File: config.mk
export PLATFORM = sky130hd
export DESIGN_NAME = mem_stage_lsu
export DESIGN_NICKNAME = d
export VERILOG_FILES = /design/src/rtl/mem_stage_lsu.sv
export SDC_FILE = /design/constraint.sdc
export NUM_CORES = 1
export LEC_CHECK = 0
export ABC_AREA = 1
export BUFFER_PORTS_ARGS = -buffer_cell sky130_fd_sc_hd__clkbuf_2
export CORE_MARGIN = 2
export CORE_UTILIZATION = 40
export CTS_CLUSTER_SIZE = 8
export DETAILED_ROUTE_END_ITERATION = 7
export HOLD_SLACK_MARGIN = 0.05
export PLACE_DENSITY_LB_ADDON = 0.15
export SYNTH_ARGS = -nofsm -noshare
export SYNTH_HDL_FRONTEND = slang
export SYNTH_SLANG_ARGS = --single-unit
File: constraint.sdc
create_clock -name clk -period 2.3 [get_ports clk]
set_clock_uncertainty 0.1 [all_clocks]
set_input_delay 0 -clock clk [delete_from_list [all_inputs] [get_ports clk]]
set_output_delay 0 -clock clk [all_outputs]
set_load 0.02 [all_outputs]
File: src/rtl/mem_stage_lsu.sv
// Memory-stage load/store unit: turns EX/MEM control into a req/ack bus transaction,
// stalls the pipeline while it is outstanding and formats the returned load data.
module mem_stage_lsu #(
  parameter int TIMEOUT_CYCLES = 255
) (
  input  logic        clk,
  input  logic        reset,
  input  logic        MEM_MemRead,
  input  logic        MEM_MemWrite,
  input  logic [2:0]  MEM_funct3,
  input  logic [31:0] MEM_ALU_Result,
  input  logic [31:0] MEM_Read_data_2,
  output logic        dbus_req,
  output logic        dbus_we,
  output logic [31:0] dbus_addr,
  output logic [31:0] dbus_wdata,
  output logic [3:0]  dbus_be,
  input  logic        dbus_ack,
  input  logic [31:0] dbus_rdata,
  output logic        mem_stall,
  output logic [31:0] MEM_Load_data,
  output logic        MEM_fault
);

  typedef enum logic [1:0] {IDLE, WAIT, DONE} state_t;

  localparam logic [7:0] TIMEOUT_LIMIT = 8'(TIMEOUT_CYCLES);

  state_t      state;
  logic [7:0]  count;
  logic        timed_out;
  logic [2:0]  acc_funct3;
  logic [1:0]  acc_lane;
  logic        acc_load;

  logic        access;
  logic        is_store;
  logic        legal;
  logic        misaligned;
  logic        start;
  logic        reject;
  logic [31:0] st_wdata;
  logic [3:0]  st_be;

  // A simultaneous read+write is treated as a store.
  always_comb begin
    access     = MEM_MemRead | MEM_MemWrite;
    is_store   = MEM_MemWrite;
    legal      = 1'b0;
    misaligned = 1'b0;
    case (MEM_funct3)
      3'b000, 3'b001, 3'b010: legal = 1'b1;
      3'b100, 3'b101:         legal = ~is_store;
      default:                legal = 1'b0;
    endcase
    if (MEM_funct3[1:0] == 2'b01 && MEM_ALU_Result[0])
      misaligned = 1'b1;
    if (MEM_funct3[1:0] == 2'b10 && MEM_ALU_Result[1:0] != 2'b00)
      misaligned = 1'b1;
    start  = (state == IDLE) && access && legal && !misaligned;
    reject = (state == IDLE) && access && !(legal && !misaligned);
  end

  always_comb begin
    st_wdata = 32'h0;
    st_be    = 4'b0000;
    case (MEM_funct3[1:0])
      2'b00: begin
        st_wdata = {4{MEM_Read_data_2[7:0]}};
        st_be    = 4'b0001 << MEM_ALU_Result[1:0];
      end
      2'b01: begin
        st_wdata = {2{MEM_Read_data_2[15:0]}};
        st_be    = MEM_ALU_Result[1] ? 4'b1100 : 4'b0011;
      end
      default: begin
        st_wdata = MEM_Read_data_2;
        st_be    = 4'b1111;
      end
    endcase
  end

  function automatic logic [31:0] format_load(input logic [31:0] rdata,
                                              input logic [2:0]  funct3,
                                              input logic [1:0]  lane);
    logic [7:0]  b;
    logic [15:0] h;
    b = rdata[8*lane +: 8];
    h = lane[1] ? rdata[31:16] : rdata[15:0];
    case (funct3)
      3'b000:  format_load = {{24{b[7]}}, b};
      3'b100:  format_load = {24'h0, b};
      3'b001:  format_load = {{16{h[15]}}, h};
      3'b101:  format_load = {16'h0, h};
      default: format_load = rdata;
    endcase
  endfunction

  assign mem_stall = start || (state == WAIT);
  assign MEM_fault = reject || (state == DONE && timed_out);

  always_ff @(posedge clk) begin
    if (reset) begin
      state         <= IDLE;
      count         <= 8'h0;
      timed_out     <= 1'b0;
      acc_funct3    <= 3'b000;
      acc_lane      <= 2'b00;
      acc_load      <= 1'b0;
      dbus_req      <= 1'b0;
      dbus_we       <= 1'b0;
      dbus_addr     <= 32'h0;
      dbus_wdata    <= 32'h0;
      dbus_be       <= 4'b0000;
      MEM_Load_data <= 32'h0;
    end else begin
      case (state)
        IDLE: begin
          count     <= 8'h0;
          timed_out <= 1'b0;
          if (start) begin
            dbus_req   <= 1'b1;
            dbus_we    <= is_store;
            dbus_addr  <= {MEM_ALU_Result[31:2], 2'b00};
            dbus_wdata <= is_store ? st_wdata : 32'h0;
            dbus_be    <= is_store ? st_be : 4'b0000;
            acc_funct3 <= MEM_funct3;
            acc_lane   <= MEM_ALU_Result[1:0];
            acc_load   <= ~is_store;
            state      <= WAIT;
          end
        end
        WAIT: begin
          count <= count + 8'd1;
          if (dbus_ack) begin
            dbus_req <= 1'b0;
            dbus_we  <= 1'b0;
            if (acc_load)
              MEM_Load_data <= format_load(dbus_rdata, acc_funct3, acc_lane);
            state <= DONE;
          end else if (count + 8'd1 == TIMEOUT_LIMIT) begin
            // Abort: a timed-out load returns zero rather than stale data.
            dbus_req  <= 1'b0;
            dbus_we   <= 1'b0;
            timed_out <= 1'b1;
            if (acc_load)
              MEM_Load_data <= 32'h0;
            state <= DONE;
          end
        end
        DONE: begin
          timed_out <= 1'b0;
          state     <= IDLE;
        end
        default: state <= IDLE;
      endcase
    end
  end

endmodule

**After elaboration in Yosys (flattened, before gate mapping)**

Index checks and enable logic that the tools add are counted.

- Div/mod/pow operators: 0
- Mux-type cells: 28
- Order comparisons: 0
- Multipliers: 0
- Shifts and indexed selects: 2
- Add/subtract/negate cells: 1
- Reduce and logical (&&, ||, !) cells: 28
- Equality and inequality tests: 16
- Bitwise logic cells: 2

Operators with widths:

| kind | count |
|---|---|
| 32-bit two-way mux | 5 |
| 32-bit one-hot mux with 4 select lines | 1 |
| 32-bit one-hot mux with 2 select lines | 1 |
| 32-bit by 6-bit variable part select with 8-bit output | 1 |
| 16-bit two-way mux | 1 |
| 8-bit one-hot mux with 2 select lines | 1 |
| 3-bit equality test (second input constant) | 4 |
| 3-bit AND reduction | 3 |
| 8-bit by 1-bit adder with 8-bit output (second input constant) | 1 |
| 8-bit equality test (second input constant) | 1 |
| 1-bit logical AND | 8 |
| 1-bit two-way mux | 8 |
| 4-bit two-way mux | 2 |
| 1-bit one-hot mux with 2 select lines | 4 |
| 4-bit one-hot mux with 2 select lines | 1 |
| 2-bit nonzero test | 4 |
| 3-bit by 1-bit equality test with 1-bit output (second input constant) | 2 |
| 3-bit logical NOT | 2 |
| 2-bit two-way mux | 3 |
| 2-bit by 1-bit equality test with 1-bit output (second input constant) | 2 |
| 2-bit equality test (second input constant) | 2 |
| 2-bit logical NOT | 2 |
| 2-bit != test (second input constant) | 2 |
| 2-bit one-hot mux with 2 select lines | 1 |
| other kinds (11) | 15 |

- Latch bits: 0
- RAM bits: 0
- Bits in read-only memories: 0
- Bits of input ports: 104
- Bits in registers: 117
- Output and inout bits: 104
- Memories: 0

**Logic depth before layout (Yosys ltp)**

Gate-level depths: netlist of run 1.

- Depth after elaboration: 9
- Depth in mapped cells: 14
- Mapped depth without buffers: 13

**Least setup slack after synthesis of run 1**

Ideal clock, no wire load.

- Kind: flip-flop to flip-flop
- Start: register count[1]
- End: register MEM_Load_data[1]
- Cell stages (with the launch flop): 13
- Clock period less this slack: 1.807 ns
- Path buffers: 2
- Arrival: 1.592 ns
- Data required time: 2.085 ns
- Setup slack: 0.493 ns
- Path through: dfxtp_1 -> ha_1 -> nand3_2 -> o21bai_2 -> nand2_1 -> nor2_2 -> nand2_4 -> nand2_4 -> buf_12 -> buf_6 -> nand3_1 -> nand2_1 -> nor2_1

- Word-level cells in the longest chain between the ends: 4

RTL lines:

| item | line | RTL |
|---|---|---|
| from (decl) | 30 | `logic [7:0] count;` |
| from (signal assigned) | 134 | `count <= count + 8'd1;` |
| 8-bit by 1-bit adder with 8-bit output | 141 | `end else if (count + 8'd1 == TIMEOUT_LIMIT) begin` |
| 8-bit equality test | 141 |  |
| 2-bit nonzero test (no source line) | - |  |
| 3-bit AND reduction (no source line) | - |  |
| to (signal assigned) | 139 | `MEM_Load_data <= format_load(dbus_rdata, acc_funct3, acc_lane);` |
| to (decl) | 21 | `output logic [31:0] MEM_Load_data,` |

No other way between the ends.
A chain may end at the register's enable or synchronous reset.

**Worst setup path in the final report of run 1**

- Start: register state[1]
- End: register MEM_Load_data[8]

- Word-level cells in the longest chain between the ends: 2

RTL lines:

| item | line | RTL |
|---|---|---|
| from (decl) | 29 | `state_t state;` |
| from (signal assigned) | 104 | `state <= IDLE;` |
| from (signal assigned) | 130 | `state <= WAIT;` |
| from (signal assigned) | 140 | `state <= DONE;` |
| 2-bit by 1-bit equality test with 1-bit output | 117 | `case (state)` |
| 3-bit AND reduction (no source line) | - |  |

No other way between the ends.

==> results of run 1 <==
==> worst paths after layout <==
| kind | endpoint | depth (start not counted) | from |
|---|---|---|---|
| worst max-delay path | MEM_Load_data[8] | 8 | state[1] |
| worst min-delay path | dbus_wdata[27] | 6 | MEM_funct3[0] |
| worst max register to register | MEM_Load_data[8] | 8 | state[1] |
| worst min register to register | dbus_req | 2 | dbus_req |
==> through the flow <==
step / instance area [um2] / utilization [%] / hold slack, ps
after global placement: 6843 / 49.11 / 132.7
after global routing: 8693 / 62.39 / 180.4
after floorplan: 5712 / - / 43.81
after CTS: 8668 / 62.21 / 132.5
after detailed placement: 6843 / 49.11 / 137.9
final: 8693 / 62.39 / 126.9
==> worst max-delay path: stages, from the launching register on <==
cell           delay, ps
dfxtp_1              320
buf_4                180
nor2_2               140
inv_2                 90
nor2_4               100
buf_12               300
nand4_1              130
dlygate4sd3_1        570
a21oi_1              130
==> registers in the layout (all words and copies together) (netlist names) <==
name / cells
MEM_Load_data: 32
dbus_wdata: 32
dbus_addr: 30
count: 8
dbus_be: 4
acc_funct3: 3
acc_lane: 2
state: 2
acc_load: 1
dbus_req: 1
dbus_we: 1
timed_out: 1
==> placed cells by master (no fill, tap or decap), types with 6 or more instances in the layout <==
master | netlist | final
clkbuf_16 | 0 | 17
o21ai_0 | 19 | 19
o22ai_1 | 7 | 7
o211ai_1 | 19 | 19
buf_4 | 4 | 17
dfxtp_1 | 117 | 116
a21oi_1 | 105 | 105
dlygate4sd3_1 | 0 | 127
inv_1 | 44 | 43
nor2_1 | 119 | 119
a21oi_2 | 20 | 20
nor3_1 | 6 | 6
nand3_1 | 39 | 39
clkbuf_2 | 0 | 205
nand2_1 | 246 | 245
==> power by group through the flow <==
stage / Clock (mW) / Sequential [mW] / Combinational, mW
final: 2.48 / 2.15 / 1.06
after detailed placement: 0 / 2.19 / 0.867
after global routing: 2.64 / 2.16 / 1.17
after CTS: 2.52 / 2.15 / 1.04
after global placement: 0 / 2.19 / 0.869
after floorplan: 0 / 2.26 / 0.499
==> layer usage <==
layer  global-route usage (%)  vias up
li1                         -     3359
met1                    30.83     3038
met2                    41.04      221
met3                    7.703       24
met4                    8.310        0
met5                        0        -
==> logic make-up after synthesis <==
group | after synthesis | synth area share [%]
compound gates | 185 | 19.31
fa+ha+maj | 2 | 0.4383
buf+inv | 107 | 8.637
flops | 117 | 41.03
other cells | 1 | 0.06570
simple gates | 428 | 30.51
==> cell type report <==
type | count | area, um2 | area share [%]
inverters | 50 | 193.9 | 2.231
clock buffers | 20 | 446.7 | 5.138
well taps | 180 | 225.2 | 2.591
clock inverters | 12 | 107.6 | 1.238
flip-flops and latches | 117 | 2344 | 26.96
repair buffers | 352 | 2485 | 28.58
multi-input cells | 617 | 2892 | 33.26
==> timing repair <==
| action | 4_1_cts | 5_1_grt |
|---|---|---|
| hold buffers | 127 | 0 |
| setup buffers | 0 | 1 |
| resized for setup | 0 | 7 |
| setup endpoints to repair | 0 | 5 |
| hold endpoints to repair | 114 | 0 |
==> summary.md, run 1 <==
| Metric | Value |
|---|---|
| Status | `completed` |
| Period Utilization, post-route | `93.26%` |
| Cell internal pwr | `4.053 mW` |
| Hpwl dp | `12.11 mm` |
| Worst Hold Class | `in -> reg` |
| Initial antenna violation count | `0` |
| WL/cell | `14.03 um` |
| R2r setup slk | `150 ps` |
| Sink Count | `117` |
| CTS buffer count | `17` |
| Leading cell types by count after synthesis | `nand2_1 (246), nor2_1 (119), dfxtp_1 (117), a21oi_1 (105), inv_1 (44)` |
| Dpl ws | `218.5 ps` |
| CTS tree | `built` |
| Worst Setup Start Kind | `register` |
| Top post-synthesis cells by area | `dfxtp_1 (41%), nand2_1 (16%), a21oi_1 (9.2%)` |
| IO Pins | `208` |
| Leading area contributor after synthesis | `dfxtp_1` |
| Total power | `5.690 mW` |
| Final min period | `2145 ps` |
| WL final | `18.91 mm` |
| Arrival time worst endpoint | `2390 ps` |
| Synth warn | `0` |
| Top-area cell type share of the netlist area | `41.03%` |
| Wire length on met2 | `9.068 mm` |
| Worst skew pair latency | `410 ps` |
| CP Max Fanout | `59` |
| Cells after synthesis | `840` |
| Finished Layout Cells | `1348` |
| LEAKAGE | `3.934 nW` |
| Dpl cells | `1188` |
| DR pass1 iterations | `6` |
| Detail Route met3 WL | `1.301 mm` |
| CP required | `2540 ps` |
| Most common flop cell mapped by yosys | `dfxtp_1` |
| Distinct cell type count after synthesis | `34` |
| Die H | `123.5 um` |
| Max_cap viols | `0` |
| Largest net degree at the start of global routing | `60` |
| DRC viols | `0` |
| WL met1 | `8.264 mm` |
| Setup CP Type | `reg -> reg` |
| Yosys reg bits | `117` |
| Sequential power share | `37.8%` |
| Peak VDD IR | `0.5385 mV` |
| Ratio of cells with drive above 1 in the final layout | `25.60%` |
| Vias | `6642` |
| Syn-to-layout area delta | `52.30%` |
| Sequential area share after synthesis | `41.03%` |
| Final-report max-slew violation count | `0` |
| CP endpoint kind | `register` |
| Die area | `0.01524 mm2` |
| Comb power frac | `18.7%` |
| Final hold violation count | `0` |
| Net Sw Power | `1.637 mW` |
| Asr flop ratio synth | `0%` |
| Via-to-Cell Ratio | `4.927` |
| Clk pin slew, worst setup/hold paths | `50 ps` |
| Finish-stage setup viols | `0` |
| Setup TNS | `0 ps` |
| Rel. slew slack | `62.17%` |
| Highest Signal Layer | `met4` |
| Syn Area/Cell | `6.795 um2` |
| DIE WIDTH | `123.5 um` |
| GR Util All Layers | `24.90%` |
| Final WS setup | `154.9 ps` |
| Core ar. | `0.01393 mm2` |
| Fillers | `1256` |
| PD cells | `654.6 mW/mm2` |
| CTS max path bufs | `2` |
| H-Tree Level Count | `4` |
| Vias in the first global route | `6245` |
| Std-Cell Rows | `43` |
| Unrepaired setup endpoints after global routing | `no` |
| Clock power frac | `43.5%` |
| EDFF count, synth | `0` |
| Mapped Area | `0.005708 mm2` |
| First-pass GRT wire length | `29.84 mm` |
| Net Sw Frac | `28.77%` |
| Least-Margin Pin Slew | `567.4 ps` |
| GPL Wtd Cong | `0.8282` |
| Fin nets | `1261` |
| Starting Density | `40.96%` |
| Post-DRT Antenna Nets | `0` |
| Most common cell in the netlist | `nand2_1` |
| ANT cells | `0` |
| Fmax | `466.2 MHz` |
| Total gr overflow | `0` |
| IO Port Bufs | `205` |
| DRT iter0 DRCs | `513` |
| Root Driver | `clkbuf_16` |
(Power assumes the default switching activity.)
==> run 2, diff against run 1 <==
--- a/config.mk
+++ b/config.mk
@@ -9,8 +9,10 @@
 export BUFFER_PORTS_ARGS = -buffer_cell sky130_fd_sc_hd__clkbuf_2
 export CORE_MARGIN = 2
 export CORE_UTILIZATION = 40
+export CTS_BUF_LIST = sky130_fd_sc_hd__clkbuf_16
 export CTS_CLUSTER_SIZE = 8
 export DETAILED_ROUTE_END_ITERATION = 7
+export GPL_TIMING_DRIVEN = 0
 export HOLD_SLACK_MARGIN = 0.05
 export PLACE_DENSITY_LB_ADDON = 0.15
 export SYNTH_ARGS = -nofsm -noshare
==> run 2 against run 1 <==
Net effect: sequential share of layout area rose by 0.14 points; final cell count grew 1.5%; final area shrank 0.58%; register-to-register slack better by 90 ps; flip-flop and latch count did not move; total power is 2.2% higher; maximum frequency is 1.0% lower; first-iteration DRC count down 3.1%; worst setup slack lost 23 ps; critical path type is now in -> reg; largest cell class unchanged.
==> summary.md, run 2 (same netlist as run 1, synthesis figures left out) <==
| Metric | Value |
|---|---|
| Status | `completed` |
| Fin util | `62.03%` |
| Slowest stage delay, CP | `570 ps` |
| CTS buffer count | `17` |
| Sequential Area | `0.002342 mm2` |
| Setup CP Type | `in -> reg` |
| Post-Place Cell Area | `0.006958 mm2` |
| Final-report max-slew violation count | `0` |
| Met3 usage | `7.841%` |
| Initial antenna violation count | `0` |
| WL final | `20.66 mm` |
| Finish-stage setup viols | `0` |
| CTS max path bufs | `2` |
| Design Area, Final | `0.008643 mm2` |
| Final min period | `2168 ps` |
| CP endpoint kind | `register` |
| PD cells | `672.6 mW/mm2` |
| Final hold violation count | `0` |
| Die H | `123.5 um` |
| Fillers | `1251` |
| Least-Margin Pin Slew | `693.1 ps` |
| Slowest cell on crit path | `dlygate4sd3_1` |
| Finished Layout Cells | `1368` |
| Area of the multi-input gates | `0.002884 mm2` |
| Total gr overflow | `0` |
| Fmax | `461.3 MHz` |
| Clk pin slew, worst setup/hold paths | `60 ps` |
| GPL Wtd Cong | `0.9179` |
| DIE WIDTH | `123.5 um` |
| Met1 track demand over resource | `31.83%` |
| Peak VDD IR | `0.6716 mV` |
| LEAKAGE | `3.898 nW` |
| Root Driver | `clkbuf_16` |
| DR pass1 iterations | `6` |
| Dpl cells | `1225` |
| ANT cells | `0` |
| Arrival time worst endpoint | `2410 ps` |
| Syn-to-layout area delta | `51.42%` |
| IO Pins | `208` |
| DRT iter0 DRCs | `497` |
| Period Utilization, post-route | `94.25%` |
| CTS tree | `built` |
| CP Max Fanout | `10` |
| Vias in the first global route | `6565` |
| Max_cap viols | `0` |
| Rel. slew slack | `53.79%` |
| Post-DRT Antenna Nets | `0` |
| Fin nets | `1281` |
| Worst path cell trace | `dlygate4sd3_1 > clkbuf_2 > o31ai_1 > nand3_4 > inv_4 > o211ai_1 > dlygate4sd3_1 > a21oi_1` |
| Hpwl dp | `13.69 mm` |
| IO Port Bufs | `204` |
| DRC viols | `0` |
| Vias | `6871` |
| Most frequent CP cell | `dlygate4sd3_1` |
| Std-Cell Rows | `43` |
| First-pass GRT wire length | `31.66 mm` |
| Via-to-Cell Ratio | `5.023` |
| Met2 usage in global routing | `45.91%` |
| Die area | `0.01524 mm2` |
| Sink Count | `117` |
| Ratio of cells with drive above 1 in the final layout | `24.92%` |
| Setup TNS | `0 ps` |
| CP required | `2540 ps` |
| GR Util All Layers | `26.84%` |
| GRT busiest layer | `met2` |
| Dpl ws | `252.7 ps` |
| Final WS setup | `132.3 ps` |
| Worst skew pair latency | `410 ps` |
| Most frequent cells in the layout | `nand2_1 (246), clkbuf_2 (204), nor2_1 (119)` |
| Commonest non-fill, non-tap cell in the layout | `nand2_1` |
| WL/cell | `15.10 um` |
| Core ar. | `0.01393 mm2` |
| Worst Hold Class | `in -> reg` |
| Largest net degree at the start of global routing | `17` |
| Worst Setup Start Kind | `input pin` |
| Starting Density | `40.96%` |
| Unrepaired setup endpoints after global routing | `no` |
| Largest registers | `MEM_Load_data (32), dbus_wdata (32), dbus_addr (30)` |
| H-Tree Level Count | `4` |
-- run 2: worst max-delay path: cells and delay by family --
family                 cells  cell delay [ps]
AND/OR/NAND/NOR            1              260
AO/OA/AOI/OAI              3              680
buffers and inverters      4             1460
-- run 2: timing repair --
action                                  4_1_cts  5_1_grt
endpoints found under the setup margin        0        1
gates resized for setup                       0        2
endpoints found under the hold margin       109        0
setup buffers                                 0        0
hold buffers                                111        0
-- run 2: path summary, 6_finish.rpt --
| path | start | endpoint | slack (ps) | depth (start not counted) |
|---|---|---|---|---|
| hold reg to reg | dbus_addr[20] | dbus_addr[20] | 370 | 2 |
| setup / recovery | MEM_ALU_Result[1] | dbus_wdata[11] | 130 | 8 |
| setup reg to reg | count[1] | MEM_Load_data[11] | 240 | 14 |
| hold / removal | MEM_funct3[1] | dbus_wdata[24] | 90 | 6 |
-- run 2: power breakdown --
part | internal (mW) | leakage (nW) | total [mW] | switching [mW]
Combinational | 0.436 | 2.68 | 1.08 | 0.647
Clock | 1.58 | 0.273 | 2.58 | 1.01
Sequential | 2.10 | 0.949 | 2.15 | 0.0423
Total | 4.12 | 3.90 | 5.81 | 1.70
-- run 2: per-stage QoR --
stage	total power, mW	hold WS [ps]
after global placement	3.084	133.8
after global routing	6.050	115.7
after CTS	5.816	72.05
after floorplan	2.758	43.81
final	5.814	94.20
after detailed placement	3.084	135.2
-- run 2: routing by layer --
metal / routed length (um) / up-vias
li1: - / 3396
met1: 8525 / 3135
met2: 9999 / 299
met3: 1646 / 41
met4: 487 / 0
met5: 0 / -
-- run 2: layout make-up --
class / count / area share [%]
tap: 180 / 2.606
inverter: 50 / 2.200
timing repair buffer: 315 / 24.67
clock buffer: 17 / 4.922
clock inverter: 15 / 1.607
sequential: 117 / 27.10
buffer: 57 / 3.532
multi-input combinational: 617 / 33.37
